File: src/rtl/rv32i_pkg.sv
// Shared RV32I constants: register-file geometry and architectural register indices.
package rv32i_pkg;

  localparam int REG_ADDR_W = 5;
  localparam int NUM_REGS   = 32;

  typedef logic [REG_ADDR_W-1:0] reg_addr_t;

  localparam reg_addr_t REG_ZERO = reg_addr_t'(0);
  localparam reg_addr_t REG_SP   = reg_addr_t'(2);

endpackage

File: src/rtl/regfile_if.sv
// Register-file access bundle: two combinational read ports and one clocked write port.
interface regfile_if #(
  parameter int WIDTH = 32
);
  import rv32i_pkg::*;

  logic             we3;
  reg_addr_t        a1;
  reg_addr_t        a2;
  reg_addr_t        a3;
  logic [WIDTH-1:0] wd3;
  logic [WIDTH-1:0] rd1;
  logic [WIDTH-1:0] rd2;

  // The datapath drives addresses and write data; the register file returns read data.
  modport master (output we3, a1, a2, a3, wd3, input  rd1, rd2);
  modport slave  (input  we3, a1, a2, a3, wd3, output rd1, rd2);

endinterface

File: src/rtl/flopenr.sv
// Resettable enabled flop with a per-instance reset value; one instance holds one register.
module flopenr #(
  parameter int               WIDTH     = 32,
  parameter logic [WIDTH-1:0] RESET_VAL = '0
) (
  input  logic             clk,
  input  logic             reset,
  input  logic             en,
  input  logic [WIDTH-1:0] d,
  output logic [WIDTH-1:0] q
);

  // NOTE: sequential state uses non-blocking assignments so every flop samples pre-edge values.
  always_ff @(posedge clk or posedge reset) begin
    if (reset) begin
      q <= RESET_VAL;
    end else if (en) begin
      q <= d;
    end
  end

endmodule

File: src/rtl/regfile.sv
// RV32I integer register file: x0 hard-wired to zero, x1..x31 in flops, x2 resets to SP_INIT.
module regfile
  import rv32i_pkg::*;
#(
  parameter int          WIDTH   = 32,
  parameter logic [31:0] SP_INIT = 32'h0000_0000,
  parameter bit          BYPASS  = 1'b0
) (
  input  logic      clk,
  input  logic      reset,
  regfile_if.slave  rf
);

  localparam logic [WIDTH-1:0] SP_RESET = WIDTH'(SP_INIT);

  logic [WIDTH-1:0] regs [NUM_REGS];
  logic             fwd_ok;
  logic [WIDTH-1:0] rd1_c;
  logic [WIDTH-1:0] rd2_c;

  assign regs[0] = '0;

  // NOTE: every architectural register is its own resettable flop, so the whole array
  // clears asynchronously; this is why it is not written as an inferred memory.
  for (genvar i = 1; i < NUM_REGS; i++) begin : g_reg
    localparam logic [WIDTH-1:0] RV = (reg_addr_t'(i) == REG_SP) ? SP_RESET : '0;

    flopenr #(
      .WIDTH     (WIDTH),
      .RESET_VAL (RV)
    ) u_reg (
      .clk   (clk),
      .reset (reset),
      .en    (rf.we3 && (rf.a3 == reg_addr_t'(i))),
      .d     (rf.wd3),
      .q     (regs[i])
    );
  end

  // Forwarding only applies to writes that will actually land in the array.
  assign fwd_ok = BYPASS && rf.we3 && (rf.a3 != REG_ZERO);

  // NOTE: defaults first, then overrides, so no path leaves the outputs unassigned (no latch).
  always_comb begin
    rd1_c = '0;
    rd2_c = '0;
    if (rf.a1 != REG_ZERO) rd1_c = regs[rf.a1];
    if (rf.a2 != REG_ZERO) rd2_c = regs[rf.a2];
    if (fwd_ok && (rf.a1 == rf.a3)) rd1_c = rf.wd3;
    if (fwd_ok && (rf.a2 == rf.a3)) rd2_c = rf.wd3;
  end

  assign rf.rd1 = rd1_c;
  assign rf.rd2 = rd2_c;

endmodule

File: src/flat_wrapper.sv
// flat-port wrapper written by rule: the top's interface ports become plain ports
module regfile_flat import rv32i_pkg::*;
#(
  parameter int          WIDTH   = 32,
  parameter logic [31:0] SP_INIT = 32'h0000_0000,
  parameter bit          BYPASS  = 1'b0
)
  (clk, reset, rf_we3, rf_a1, rf_a2, rf_a3, rf_wd3, rf_rd1, rf_rd2);
  regfile_if #(.WIDTH(WIDTH)) rf_i ();
  input  logic clk;
  input  logic reset;
  input wire logic [$bits(rf_i.we3)-1:0] rf_we3;
  input wire logic [$bits(rf_i.a1)-1:0] rf_a1;
  input wire logic [$bits(rf_i.a2)-1:0] rf_a2;
  input wire logic [$bits(rf_i.a3)-1:0] rf_a3;
  input wire logic [$bits(rf_i.wd3)-1:0] rf_wd3;
  output wire logic [$bits(rf_i.rd1)-1:0] rf_rd1;
  output wire logic [$bits(rf_i.rd2)-1:0] rf_rd2;
  assign rf_i.we3 = rf_we3;
  assign rf_i.a1 = rf_a1;
  assign rf_i.a2 = rf_a2;
  assign rf_i.a3 = rf_a3;
  assign rf_i.wd3 = rf_wd3;
  assign rf_rd1 = rf_i.rd1;
  assign rf_rd2 = rf_i.rd2;
  regfile #(.WIDTH(WIDTH), .SP_INIT(SP_INIT), .BYPASS(BYPASS)) u_core (.clk(clk), .reset(reset), .rf(rf_i));
endmodule
File: config.mk
export PLATFORM = sky130hd
export DESIGN_NAME = regfile_flat
export DESIGN_NICKNAME = d
export VERILOG_FILES = /design/src/rtl/rv32i_pkg.sv /design/src/rtl/regfile_if.sv /design/src/rtl/flopenr.sv /design/src/rtl/regfile.sv /design/src/flat_wrapper.sv
export SDC_FILE = /design/constraint.sdc
export NUM_CORES = 2
export LEC_CHECK = 0
export BUFFER_PORTS_ARGS = -buffer_cell sky130_fd_sc_hd__buf_2
export CAP_MARGIN = 15
export CORE_ASPECT_RATIO = 1.2
export CORE_MARGIN = 2
export CORE_UTILIZATION = 62
export CTS_BUF_LIST = sky130_fd_sc_hd__clkbuf_8 sky130_fd_sc_hd__clkbuf_16
export CTS_CLUSTER_SIZE = 12
export DETAILED_ROUTE_END_ITERATION = 10
export PLACE_DENSITY_LB_ADDON = 0.15
export SLEW_MARGIN = 15
export SYNTH_ARGS = -nofsm -noshare
export SYNTH_HDL_FRONTEND = slang
export SYNTH_HIERARCHICAL = 1
export SYNTH_SLANG_ARGS = --single-unit
File: constraint.sdc
create_clock -name clk -period 3.7 [get_ports clk]
set_input_delay 0.74 -clock clk [delete_from_list [all_inputs] [get_ports clk]]
set_output_delay 0.74 -clock clk [all_outputs]
set_load 0.02 [all_outputs]
Word-level counts from Yosys, hierarchy flattened
Cells that the tools add are included.
{"block": "totals", "rom_bits": 0, "ram_bits": 0, "latchBits": 0, "regBits": 992, "n_memories": 0, "in_bits": 50, "wordCells": 107}
{"block": "op_classes", "div": 0, "n_lt_le_gt_ge": 2, "multipliers": 0, "eq_ne": 31, "n_bitwise": 2, "n_shift": 0, "n_reduce_logical": 33, "muxes": 8, "add_sub_neg": 0}
{"op": "$bmux 32 s5", "n": 2}
{"op": "$mux 32", "n": 6}
{"op": "$eq 5x5->1 const B", "n": 16}
{"op": "$eq 5x4->1 const B", "n": 8}
{"op": "$logic_and 1x1->1", "n": 31}
{"op": "$eq 5x3->1 const B", "n": 4}
{"op": "$ge 6x6->1 const B", "n": 2}
{"op": "$not 5->6", "n": 2}
{"op": "$eq 5x2->1 const B", "n": 2}
{"op": "$reduce_bool 5->1", "n": 2}
{"op": "$eq 5x1->1 const B", "n": 1}

Depth between registers and ports, before layout
{"block": "depth", "word_depth": 5, "ltp_mapped": 10}

By module
Netlist, hierarchy kept.
{"mod": "flopenr", "instances": 31, "area_per_inst_um2": 1348.8, "seq_area_each_um2": 800.8, "cells_per_inst": 69}
{"mod": "regfile", "instances": 1, "area_per_inst_um2": 16779.8, "seq_area_each_um2": 0.0, "cells_per_inst": 1632}

Worst setup path before layout
Ideal clock, no wire load.
{"block": "synth_timing", "path_type": "input to output", "startpoint": "input port rf_a2[0]", "endpoint": "output port rf_rd2[16]", "path_slack_ns": 0.532, "path_stages": 8, "arrival_time_ns": 2.428, "path_cell_list": "buf_4 buf_4 buf_2 mux4_2 nand2_1 nand2_1 o211ai_1 o21ai_0"}
{"block": "synth_between", "elab_chain_len": 5, "elab_cells_between_ends": 6}
{"element": "start: declaration", "line_no": "flat_wrapper.sv:14", "text": "input wire logic [$bits(rf_i.a2)-1:0] rf_a2;"}
{"element": "$not 5->6 (not written as such)", "line_no": "regfile.sv:48", "text": "if (rf.a2 != REG_ZERO) rd2_c = regs[rf.a2];"}
{"element": "$bmux 32 s5", "line_no": "regfile.sv:48"}
{"element": "$mux 32 (not written as such) (2 in a row)", "line_no": "regfile.sv:48"}
{"element": "$mux 32 (*)", "line_no": "regfile.sv:48"}
{"element": "end: declaration", "line_no": "flat_wrapper.sv:18", "text": "output wire logic [$bits(rf_i.rd2)-1:0] rf_rd2;"}
Every way passes the cells marked *; elsewhere a longest branch is shown, timed or not. The select of a mux whose other input is x is not followed.

Worst setup path after layout
{"block": "layout_timing", "startpoint": "input port rf_a2[0]", "endpoint": "output port rf_rd2[12]"}
The elaborated chain is that of the path after synthesis.

==> run summary <==
Worst-skew pair later-pin latency = 0.69 ns
Hold WC Path Type = in -> async
WL final = 209,400 um
Syn Inst Count = 3,771
CP Capture Type = output port
Num CTS Buffers = 103
Failing checks = setup timing
Fmax = 267.7 MHz
TritonCTS clock tree = yes
CP Launch Type = primary input
Ys flop type = dfrtp_1
Io pins = 114
Power Dens Cells = 524.3 mW/mm^2
Post-Syn Area = 0.05859 sq mm
Wirelength per Cell = 39.72 um
Longest Clk Path Bufs = 3
Flops & latches, synth = 992
Clock sink total = 992
Worst slew pin tran = 1.182 ns
Rows = 123
Post-synth EDFFs = 0
DRT iter0 DRCs = 5,232
Vias per cell = 7.460
Detailed Place HPWL = 129,400 um
Final hold vios = 0
Hold_buf cts = 0
Routability cong. = 0.9219
Avg Inst Size Synth = 15.54 sq um
Max VDD drop = 0.3851 mV
Max reg flops = 992
Nets = 3,997
Data required time of the critical path = 2.96 ns
Skew final = 0 ns
H-Tree Depth = 3
Synth warn = 6
Initial antenna violation count = 11
Setup violators final = 2
Clk root buf = clkbuf_16
Slew HR = 21.11%
Vias in the first global route = 41,136
Max-cap violations = 0
Die height = 340.8 um
Chip Width = 284.6 um
Min setup slack post-route = -0.03548 ns
# DRC = 0
Routed Antenna Nets = 0
Seq/Total Area, Yosys = 42.37%
Core area = 0.09372 sq mm
Finished Layout Cells = 5,271
Layout cells sized above 1 = 51.77%
Worst EP arrival = 3.00 ns
Pin count of the biggest net entering global routing = 50
Final TNS setup = -0.04077 ns
Die area = 0.09699 sq mm
Unrepaired setup endpoints after global routing = yes
Leak pwr = 0.02877 uW
Status = finished, violations left
Vias = 39,321
Period minus WS final = 3.735 ns
Synth cell types = 45
Cells after DPL = 5,092
CTS clk-pin slew, worst paths = 0.06 ns
Final Util = 68.81%
Top flop regs = u_core/g.u_reg/q: 992 flops
Overall power = 33,810 uW
DRT Pass-1 Iters = 6
Total track usage = 43.41%
Final period util = 101.0%
First-pass GRT wire length = 302,300 um
WS Path Type = in -> out
Layout area overhead = 10.06%
Post-synth ARST share = 100.0%
Buffers on Ports = 113
Biggest register = u_core/g.u_reg/q
Crit Path Max Fanout = 15
Starting Density = 62.52%
Global route total overflow = 0
Final-report max-slew violation count = 0
Syn Nets = 3,821
-- per-layer routing --
layer	wire length, um	global-route usage [%]	up-vias
met5	50	0	-
li1	-	-	14605
met4	15890	28.56	6
met1	77440	56.71	20780
met3	21880	11.75	863
met2	94120	64.19	3067
-- synthesized netlist by cell type (14+ instances only) --
library cell / count / area (sq um)
nand3_1: 38 / 190.2
a22oi_1: 28 / 210.2
a21oi_1: 108 / 540.5
a221oi_1: 45 / 394.1
mux2i_1: 182 / 1822
mux2_4: 938 / 14080
clkbuf_1: 90 / 337.8
buf_1: 25 / 93.84
nand2_1: 194 / 728.2
mux4_2: 396 / 8919
inv_1: 39 / 146.4
dfrtp_1: 992 / 24820
nor2b_1: 64 / 400.4
buf_2: 73 / 365.4
buf_12: 93 / 1862
nor3_1: 52 / 260.3
buf_4: 14 / 105.1
o21ai_0: 31 / 155.2
o211ai_1: 31 / 232.7
nor2_1: 80 / 300.3
mux2_2: 110 / 1239
buf_6: 41 / 461.7
-- final timing paths --
path	startpoint	endpoint	slack, ns	cells past startpoint
max	rf_a2[0]	rf_rd2[12]	-0.04	9
min in group clk	u_core/g_reg[22].u_reg/q[30]	u_core/g_reg[22].u_reg/q[30]	0.53	1
min	reset	u_core/g_reg[30].u_reg/q[13]	0.31	2
max reg2reg	u_core/g_reg[23].u_reg/q[16]	u_core/g_reg[23].u_reg/q[16]	2.85	1
max in group asynchronous	reset	u_core/g_reg[21].u_reg/q[29]	1.86	3
min reg2reg	u_core/g_reg[22].u_reg/q[30]	u_core/g_reg[22].u_reg/q[30]	0.53	1
-- per-stage QoR --
stage               worst slack (ns)  instance area (sq um)  hold WS [ns]
global placement             -0.1193                  61240        0.5039
detailed placement           -0.1057                  61240        0.5107
floorplan                     0.5319                  58590        0.4905
CTS                         0.003918                  64450        0.2918
finish                      -0.03548                  64490        0.3078
global route                -0.05310                  64480        0.3167
-- power breakdown --
group | internal (uW) | switching [uW] | leakage [uW] | total (uW)
combinational | 5240 | 3420 | 0.0144 | 8670
clock | 5670 | 4540 | 0.00171 | 10200
sequential | 13000 | 1950 | 0.0127 | 14900
-- worst max-delay path: stages --
cell	delay (ns)
buf_8	0.23
buf_4	0.30
mux4_2	0.27
nor2b_1	0.05
nor3_1	0.45
a21oi_1	0.10
o21ai_1	0.44
buf_4	0.23
buf_2	0.18
-- cell type report --
type,instances,area (sq um)
multi-input combinational,2401,30620
fill,6204,29240
sequential,992,24820
timing repair buffer,409,4113
clock buffer,119,2831
tap,1250,1564
clock inverter,57,370.4
inverter,40,157.7
antenna,3,7.507
-- logic make-up after synthesis --
group,synth area share [%]
buffers and inverters,5.813
multiplexers,44.62
AO/OA/AOI/OAI,3.609
flip-flops,42.37
AND/OR/NAND/NOR,3.596
-- repair_timing --
| item | 4_1_cts | 5_1_grt |
|---|---|---|
| hold endpoints to repair | 0 | 0 |
| buffers inserted | 0 | 0 |
| setup endpoints to repair | 2 | 5 |
| pin swaps | 0 | 1 |
| gates cloned | 0 | 0 |
| resized for setup | 2 | 6 |
-- layout by cell type, fill, tap and decap left out, types with 45 or more instances in the layout --
master / netlist / final
nor3_1: 52 / 45
buf_2: 73 / 104
dfrtp_1: 992 / 992
buf_4: 14 / 200
buf_12: 93 / 98
a21oi_1: 108 / 108
a221oi_1: 45 / 45
mux4_2: 396 / 396
nor2_1: 80 / 56
nand2_1: 194 / 194
mux2_2: 110 / 110
nor2b_1: 64 / 61
mux2_4: 938 / 938
mux2i_1: 182 / 181
clkbuf_16: 0 / 106
Note: power is estimated with default switching activity, not from simulation.
